File: src/rtl/fifo_uart_tx_pkg.sv
// Shared definitions for the FIFO-draining UART transmitter.
package fifo_uart_tx_pkg;

    // Transmitter FSM states, 3-bit encoding
    typedef enum logic [2:0] {
        ST_IDLE  = 3'd0,
        ST_FETCH = 3'd1,
        ST_WAIT  = 3'd2,
        ST_START = 3'd3,
        ST_DATA  = 3'd4,
        ST_STOP  = 3'd5
    } tx_state_e;

    // 8N1 framing
    localparam int DATA_BITS = 8;
    localparam int STOP_BITS = 1;

endpackage

File: src/rtl/fifo_uart_tx_if.sv
// FIFO read port plus UART line/status bundle for fifo_uart_tx.
interface fifo_uart_tx_if;
    import fifo_uart_tx_pkg::*;

    logic                 fifo_empty;
    logic [DATA_BITS-1:0] fifo_data;
    logic                 fifo_rd;
    logic                 tx;
    logic                 busy;
    logic                 tx_done;

    // Environment side: owns the FIFO, observes the line
    modport master (
        output fifo_empty, fifo_data,
        input  fifo_rd, tx, busy, tx_done
    );

    // Transmitter side
    modport slave (
        input  fifo_empty, fifo_data,
        output fifo_rd, tx, busy, tx_done
    );
endinterface

File: src/rtl/uart_baud_tick.sv
// Bit-period counter: counts 0..CLKS_PER_BIT-1 while enabled and flags the
// last cycle of each bit period. Shared with the future receiver.
module uart_baud_tick #(
    parameter int unsigned CLKS_PER_BIT = 434,
    parameter int unsigned CNT_W        = 16
) (
    input  logic             clk,
    input  logic             reset,
    input  logic             clr,
    input  logic             en,
    output logic [CNT_W-1:0] cnt,
    output logic             bit_end
);
    localparam logic [CNT_W-1:0] LAST = CNT_W'(CLKS_PER_BIT - 1);

    logic [CNT_W-1:0] cnt_r;

    assign cnt     = cnt_r;
    assign bit_end = en && (cnt_r == LAST);

    // Bit-period counter with wrap at the bit boundary and synchronous clear
    always_ff @(posedge clk) begin
        if (reset) begin
            cnt_r <= {CNT_W{1'b0}};
        end else if (clr) begin
            cnt_r <= {CNT_W{1'b0}};
        end else if (en) begin
            if (bit_end) begin
                cnt_r <= {CNT_W{1'b0}};
            end else begin
                cnt_r <= cnt_r + CNT_W'(1);
            end
        end else begin
            cnt_r <= cnt_r;
        end
    end
endmodule

File: src/rtl/fifo_uart_tx.sv
// Pops bytes from the keyboard/touch FIFO and sends them as UART 8N1,
// LSB first. All outputs are registered from next-state values so the
// line timing matches the FSM state exactly.
module fifo_uart_tx
    import fifo_uart_tx_pkg::*;
#(
    parameter int unsigned CLKS_PER_BIT = 434,
    parameter int unsigned CNT_W        = 16
) (
    input  logic          clk,
    input  logic          reset,
    fifo_uart_tx_if.slave bus
);
    // tx_done must be high during the cycle where the counter reads LAST,
    // so it is loaded one count earlier
    localparam logic [CNT_W-1:0] PRE_LAST = CNT_W'(CLKS_PER_BIT - 2);

    tx_state_e            state_r, next_state_s;
    logic [DATA_BITS-1:0] shift_r, shift_next_s;
    logic [2:0]           bit_idx_r, bit_idx_next_s;
    logic [CNT_W-1:0]     cnt_s;
    logic                 bit_end_s;
    logic                 baud_en_s;
    logic                 tx_r, fifo_rd_r, busy_r, tx_done_r;
    logic                 tx_next_s, fifo_rd_next_s, busy_next_s, tx_done_next_s;

    assign baud_en_s = (state_r == ST_START) || (state_r == ST_DATA) || (state_r == ST_STOP);

    uart_baud_tick #(
        .CLKS_PER_BIT (CLKS_PER_BIT),
        .CNT_W        (CNT_W)
    ) u_baud (
        .clk     (clk),
        .reset   (reset),
        .clr     (!baud_en_s),
        .en      (baud_en_s),
        .cnt     (cnt_s),
        .bit_end (bit_end_s)
    );

    // Next-state, shift register and bit index logic
    always_comb begin
        next_state_s   = state_r;
        shift_next_s   = shift_r;
        bit_idx_next_s = bit_idx_r;
        case (state_r)
            ST_IDLE: begin
                if (!bus.fifo_empty) begin
                    next_state_s = ST_FETCH;
                end else begin
                    next_state_s = ST_IDLE;
                end
            end
            ST_FETCH: begin
                next_state_s = ST_WAIT;
            end
            ST_WAIT: begin
                shift_next_s = bus.fifo_data;
                next_state_s = ST_START;
            end
            ST_START: begin
                if (bit_end_s) begin
                    next_state_s = ST_DATA;
                end else begin
                    next_state_s = ST_START;
                end
            end
            ST_DATA: begin
                if (bit_end_s) begin
                    shift_next_s = {1'b0, shift_r[DATA_BITS-1:1]};
                    if (bit_idx_r == 3'(DATA_BITS - 1)) begin
                        bit_idx_next_s = 3'd0;
                        next_state_s   = ST_STOP;
                    end else begin
                        bit_idx_next_s = bit_idx_r + 3'd1;
                        next_state_s   = ST_DATA;
                    end
                end else begin
                    next_state_s = ST_DATA;
                end
            end
            ST_STOP: begin
                if (bit_end_s) begin
                    if (!bus.fifo_empty) begin
                        next_state_s = ST_FETCH;
                    end else begin
                        next_state_s = ST_IDLE;
                    end
                end else begin
                    next_state_s = ST_STOP;
                end
            end
            default: begin
                next_state_s = ST_IDLE;
            end
        endcase
    end

    // Output values for the coming cycle, derived from the next state
    always_comb begin
        tx_next_s = 1'b1;
        case (next_state_s)
            ST_START: tx_next_s = 1'b0;
            ST_DATA:  tx_next_s = shift_next_s[0];
            default:  tx_next_s = 1'b1;
        endcase
        fifo_rd_next_s = (next_state_s == ST_FETCH);
        busy_next_s    = (next_state_s != ST_IDLE);
        tx_done_next_s = (state_r == ST_STOP) && (cnt_s == PRE_LAST);
    end

    // FSM state register
    always_ff @(posedge clk) begin
        if (reset) begin
            state_r <= ST_IDLE;
        end else begin
            state_r <= next_state_s;
        end
    end

    // Datapath and registered outputs
    always_ff @(posedge clk) begin
        if (reset) begin
            shift_r   <= {DATA_BITS{1'b0}};
            bit_idx_r <= 3'd0;
            tx_r      <= 1'b1;
            fifo_rd_r <= 1'b0;
            busy_r    <= 1'b0;
            tx_done_r <= 1'b0;
        end else begin
            shift_r   <= shift_next_s;
            bit_idx_r <= bit_idx_next_s;
            tx_r      <= tx_next_s;
            fifo_rd_r <= fifo_rd_next_s;
            busy_r    <= busy_next_s;
            tx_done_r <= tx_done_next_s;
        end
    end

    assign bus.tx      = tx_r;
    assign bus.fifo_rd = fifo_rd_r;
    assign bus.busy    = busy_r;
    assign bus.tx_done = tx_done_r;
endmodule

File: src/flat_wrapper.sv
// flat-port wrapper written by rule: the top's interface ports become plain ports
module fifo_uart_tx_flat import fifo_uart_tx_pkg::*;
#(
    parameter int unsigned CLKS_PER_BIT = 434,
    parameter int unsigned CNT_W        = 16
)
  (clk, reset, bus_fifo_empty, bus_fifo_data, bus_fifo_rd, bus_tx, bus_busy, bus_tx_done);
  fifo_uart_tx_if bus_i ();
  input  logic clk;
  input  logic reset;
  input wire logic [$bits(bus_i.fifo_empty)-1:0] bus_fifo_empty;
  input wire logic [$bits(bus_i.fifo_data)-1:0] bus_fifo_data;
  output wire logic [$bits(bus_i.fifo_rd)-1:0] bus_fifo_rd;
  output wire logic [$bits(bus_i.tx)-1:0] bus_tx;
  output wire logic [$bits(bus_i.busy)-1:0] bus_busy;
  output wire logic [$bits(bus_i.tx_done)-1:0] bus_tx_done;
  assign bus_i.fifo_empty = bus_fifo_empty;
  assign bus_i.fifo_data = bus_fifo_data;
  assign bus_fifo_rd = bus_i.fifo_rd;
  assign bus_tx = bus_i.tx;
  assign bus_busy = bus_i.busy;
  assign bus_tx_done = bus_i.tx_done;
  fifo_uart_tx #(.CLKS_PER_BIT(CLKS_PER_BIT), .CNT_W(CNT_W)) u_core (.clk(clk), .reset(reset), .bus(bus_i));
endmodule
File: config.mk
export PLATFORM = sky130hd
export DESIGN_NAME = fifo_uart_tx_flat
export DESIGN_NICKNAME = d
export VERILOG_FILES = /design/src/rtl/fifo_uart_tx_pkg.sv /design/src/rtl/fifo_uart_tx_if.sv /design/src/rtl/uart_baud_tick.sv /design/src/rtl/fifo_uart_tx.sv /design/src/flat_wrapper.sv
export SDC_FILE = /design/constraint.sdc
export NUM_CORES = 1
export LEC_CHECK = 0
export ABC_AREA = 1
export CAP_MARGIN = 40
export CORE_MARGIN = 2
export CORE_UTILIZATION = 56
export DETAILED_ROUTE_END_ITERATION = 12
export PLACE_DENSITY = 0.86
export RECOVER_POWER = 25
export SLEW_MARGIN = 20
export SYNTH_ARGS = -nofsm -noshare
export SYNTH_HDL_FRONTEND = slang
export SYNTH_SLANG_ARGS = --single-unit
File: constraint.sdc
create_clock -name clk -period 2.05 [get_ports clk]
set_clock_uncertainty 0.1 [all_clocks]
set_input_delay 0.205 -clock clk [delete_from_list [all_inputs] [get_ports clk]]
set_output_delay 0.205 -clock clk [all_outputs]
set_load 0.005 [all_outputs]
# Word-level counts from Yosys, hierarchy flattened
# Index checks and enable logic that the tools add are counted.
# W data, S select, Z words.
[totals]
in_bits = 11
output_inout_bits = 4
regBits = 34
[op_classes]
eq_ne = 12
addsub = 2
n_reduce_logical = 10
bitwise_logic = 1
muxes = 10
[ops]
columns = ["operator", "n"]
rows = [
  ["$eq A16 B9 Y1 const B", 2],
  ["$pmux W3 S6", 1],
  ["$add A16 B1 Y16 const B", 1],
  ["$pmux W8 S2", 1],
  ["$eq A3 B3 Y1 const B", 4],
  ["$eq A3 B2 Y1 const B", 3],
  ["$mux W3", 3],
  ["$mux W8", 1],
  ["$eq A3 B1 Y1 const B", 2],
  ["$reduce_and A2 Y1", 2],
  ["$add A3 B1 Y3 const B", 1],
  ["$logic_not A3 Y1", 1],
  ["$mux W1", 3],
  ["$reduce_bool A3 Y1", 1],
  ["$reduce_or A3 Y1", 1],
  ["$logic_and A1 B1 Y1", 2],
  ["$logic_or A1 B1 Y1", 2],
  ["$ne A2 B1 Y1 const B", 1],
  ["$pmux W1 S2", 1],
  ["$reduce_bool A2 Y1", 1],
  ["$not A1 Y1", 1],
]

# Logic depth before layout (Yosys ltp)
[logic_depth]
ltp_word = 8
depth_mapped = 12

# Modules after synthesis
# A second synthesis with hierarchy kept.
[hier_totals]
cells_unflattened = 266
hier_area_um2 = 1811.7
[by_module_without_submodules]
columns = ["mod", "n_inst", "area_each_um2", "cells_each", "seq_area_each_um2"]
rows = [
  ["fifo_uart_tx", 1, 923.4, 139, 360.3],
  ["uart_baud_tick", 1, 888.4, 127, 320.3],
]

# Worst setup path before layout
# OpenSTA, ideal clock, no wires.
[synth_timing]
path_type = "reg-to-reg"
from = "reg u_core.u_baud.cnt_r[0] (netlist: u_core.u_baud.cnt[0])"
to = "reg u_core.u_baud.cnt_r[12] (netlist: u_core.u_baud.cnt[12])"
t_required_ns = 1.831
synth_period_minus_slack_ns = 1.514
arrival_ns = 1.294
setup_ns = 0.119
stages_incl_launch_ff = 9
setup_slack_ns = 0.536
n_path_buf = 0
path_cell_list = "dfxtp_1 > ha_1 > nand2_1 > inv_1 > nand2_1 > nor3_1 > nand2_1 > o31ai_1 > nor2_1"
[synth_between]
elab_chain_len = 3
word_cells_on_any_way = 4
classes_between = "add/sub: 1; eq/ne: 1; reduce/logical: 2"
[synth_lines]
columns = ["element", "line", "text"]
rows = [
  ["start: declaration", "uart_baud_tick.sv:16", "logic [CNT_W-1:0] cnt_r;"],
  ["start signal: assignment", "uart_baud_tick.sv:24", "cnt_r <= {CNT_W{1'b0}};"],
  ["start signal: assignment", "uart_baud_tick.sv:26", "cnt_r <= {CNT_W{1'b0}};"],
  ["start signal: assignment", "uart_baud_tick.sv:29", "cnt_r <= {CNT_W{1'b0}};"],
  ["branches (longest 3 deep; another with $add A16 B1 Y16)", "--", ""],
]
# Several ways; the timed one is not identified.
# A chain may end at the register's enable or synchronous reset.

# Final worst setup path
[layout_timing]
from = "reg u_core.u_baud.cnt_r[0] (netlist: u_core.u_baud.cnt[0])"
to = "reg u_core.u_baud.cnt_r[14] (netlist: u_core.u_baud.cnt[14])"
# Same word-level chain as after synthesis.

==> summary.md <==
| Metric | Value |
|---|---|
| Status | complete, but fails checks |
| Failing checks | design-rule violations |
| Post-synth cell types | 25 |
| Final setup margin | 0.291 ns |
| Net Sw Frac | 25.2% |
| Final #Nets | 279 |
| Htree depth | 2 |
| Element type at the critical path end | flop |
| Hold Vio Cnt, Final | 0 |
| Hold slack final | 0.305 ns |
| Worst Hold Path EP | u_core.shift_r[7]$_SDFFE_PP0P_ |
| Switching power | 305 uW |
| Worst vdd ir | 587 uV |
| Syn nets | 258 |
| Fillers | 244 |
| Post-synthesis sequential area ratio | 40.6% |
| Crit path DAT | 1.89 ns |
| Top-area cell type share of the netlist area | 40.6% |
| Final HPWL DP | 2340 um |
| IO Count | 15 |
| Pin count of the biggest net entering global routing | 11 |
| Core box area | 0.00281 mm^2 |
| GPL Wtd Cong | 0.819 |
| Total wire length | 3100 um |
| Number of synthesized flops with an enable pin | 0 |
| Synth Register Bits | 34 |
| CTS Buf Count | 5 |
| Register area | 681 um^2 |
| Via count | 1,520 |
| Post-Syn Area | 0.00168 mm^2 |
| Buffers on Ports | 14 |
| ANT cells | 0 |
| Die Y | 58.7 um |
| Vias in the first global route | 1,369 |
| Hold path depth | 3 |
| Clk Latency, worst-skew pair | 0.34 ns |
| Post-cts resize count | 0 |
| Data required time of the worst path | 2.19 ns |
| Proportion of layout cells with a drive suffix above 1 | 10.6% |
| Multi-input gate area | 852 um^2 |
| Grt total ovfl | 0 |
| Setup TNS | 0 ns |
| Static leakage | 0.000754 uW |
| Largest cells by area after synthesis | dfxtp_1 41%, nand2_1 14%, nor2_1 7.6%, inv_1 6.3%, ha_1 3.7% |
| Critical setup path kind | flop to flop |
| PD cells | 632 mW/mm^2 |
| Filler-free cell count of the finished design | 295 |
| Area Growth Syn to Fin | 14.4% |
| Total track usage | 20.8% |
| Reg-to-reg endpoint | u_core.u_baud.cnt[14]$_SDFF_PP0_ |
| CTS Buffer Depth | 2 |
| Via density | 5.15 |
| Worst Hold Launch | bus_fifo_data[7] |
| Setup bufs post-CTS | 0 |
| Worst min path class | primary input to flop |
| Place WS | 0.339 ns |
| Cts hold-fix bufs | 0 |
| P_int | 908 uW |
| Flop pwr share | 57.2% |
| Cell count after placement | 287 |
| CTS Root Buffer Type | clkbuf_4 |
| Cell taking the most area after synthesis | dfxtp_1 |
| Final min period | 1.76 ns |
| Crit share post-route | 85.8% |
| DIE WIDTH | 58.7 um |
| Reg2Reg Setup Slack | 0.29 ns |
| DRT iter0 DRCs | 77 |
| CTS tree | done |
| CTS Sinks | 34 |
| Syn avg cell area | 6.93 um^2 |
| DRC Markers | 1 |
| Worst r2r src | u_core.u_baud.cnt[0]$_SDFF_PP0_ |
| Most used standard cell by instance count after synthesis | nand2_1 |
| Cell row count | 19 |
| Drt wl/cell | 10.5 um |
| Max-cap viol count | 0 |
| Ys Warns | 0 |
| Clock network fraction of design power | 32.3% |
| Share of synthesized registers carrying an async set or reset | 0% |
| Most used flip-flop cell after synthesis | dfxtp_1 |
| First-pass GRT wire length | 5460 um |
| Relative slew slack | 78.3% |
| Final setup viols | 0 |
| RSZ-0062 raised after global routing | no |
| Least-Margin Pin Slew | 0.323 ns |
| TritonRoute pass-1 iters | 9 |
| Initial Util | 59.8% |
| Die footprint | 0.00345 mm^2 |
| Fmax | 0.569 GHz |
| Logic pwr share | 10.5% |
| Commonest cells post-synth | 61 x nand2_1, 34 x dfxtp_1, 34 x nor2_1, 28 x inv_1, 12 x nand3_1 |
| Max Slew Vio Count | 0 |
| Mapped Cells | 242 |
| Initial antenna violation count | 0 |
| Startpoint types | flop |
| Clk slew on worst S/H paths | 0.10 ns |
| Largest fanout on the critical path | 5 |
| Worst reg-to-reg path cell count | 10 |
| Final ANT Viol Nets | 0 |
==> per-layer routing <==
layer  up-vias  routed length [um]  track usage, %  share of wire, %
li1        818                   -               -                 -
met1       661                1500            25.8                49
met2        34                1410            33.4                45
met3         7                 123            4.84               4.0
met4         0                  66            11.4               2.1
met5         -                   0               0                 0
==> worst max-delay path: stages (launching register included) <==
cell	delay [ns]
dfxtp_1	0.41
ha_1	0.19
nand2_1	0.05
inv_1	0.06
nand2_1	0.08
nor3_1	0.30
nand2_1	0.17
inv_1	0.12
nand3_1	0.07
nand2_1	0.07
nor2_1	0.03
==> cell usage in the layout, fill, tap and decap left out, types with 4 or more instances in the layout <==
cell type / Yosys / final
a21oi_1: 11 / 11
a31oi_1: 8 / 8
clkbuf_4: 0 / 5
clkdlybuf4s50_1: 0 / 10
dfxtp_1: 34 / 34
dlygate4sd3_1: 0 / 4
ha_1: 5 / 5
inv_1: 28 / 28
inv_2: 7 / 7
nand2_1: 61 / 61
nand3_1: 12 / 12
nor2_1: 34 / 34
nor2_4: 4 / 4
nor3_1: 10 / 10
o21ai_0: 8 / 9
==> cell type report <==
type / instances / share of cell area [%]
Multi-Input combinational cell: 171 / 44.4
Sequential cell: 34 / 35.5
Timing Repair Buffer: 16 / 8.09
Inverter: 35 / 6.85
Clock buffer: 7 / 2.87
Tap cell: 31 / 2.02
Clock inverter: 1 / 0.261
==> stage by stage <==
step / utilization (%) / instance area [um^2] / power, uW
6_report: 68.4 / 1920 / 1210
2_1_floorplan: - / 1680 / 788
5_1_grt: 68.4 / 1920 / 1270
3_5_place_dp: 66.4 / 1860 / 841
3_3_place_gp: 66.4 / 1860 / 838
4_1_cts: 68.5 / 1920 / 1230
==> power by group through the flow <==
stage          Sequential, uW  Clock, uW  Combinational, uW
2_1_floorplan             709          0               79.4
3_3_place_gp              709          0                128
3_5_place_dp              710          0                131
4_1_cts                   695        401                133
5_1_grt                   697        428                146
6_report                  694        392                127
==> how the worst max path moves through the flow <==
stage                                                from                                to  slack (ns)
after global placement    u_core.u_baud.cnt[0]$_SDFF_PP0_  u_core.u_baud.cnt[12]$_SDFF_PP0_        0.41
after detailed placement  u_core.u_baud.cnt[0]$_SDFF_PP0_  u_core.u_baud.cnt[14]$_SDFF_PP0_        0.34
final                     u_core.u_baud.cnt[0]$_SDFF_PP0_  u_core.u_baud.cnt[14]$_SDFF_PP0_        0.29
after CTS                 u_core.u_baud.cnt[0]$_SDFF_PP0_  u_core.u_baud.cnt[14]$_SDFF_PP0_        0.31
after floorplan           u_core.u_baud.cnt[0]$_SDFF_PP0_  u_core.u_baud.cnt[12]$_SDFF_PP0_        0.54
after global routing         u_core.state_r[1]$_SDFF_PP0_   u_core.u_baud.cnt[5]$_SDFF_PP0_        0.05
==> state kept, by name (all words and copies together), names as in the netlist <==
signal,cells
u_core.state_r,3
u_core.bus.tx,1
u_core.bus.busy,1
u_core.bus.tx_done,1
u_core.u_baud.cnt,16
u_core.shift_r,8
u_core.bit_idx_r,3
u_core.bus.fifo_rd,1
==> cells by family after synthesis <==
family          after synthesis  synth area share (%)
compound gates               32                  11.0
xor+xnor                      2                  1.04
fa+ha+maj                     5                  3.73
buf+inv                      37                  8.36
flops                        34                  40.6
simple gates                132                  35.2
No activity file was read; power rests on OpenSTA's default activity.
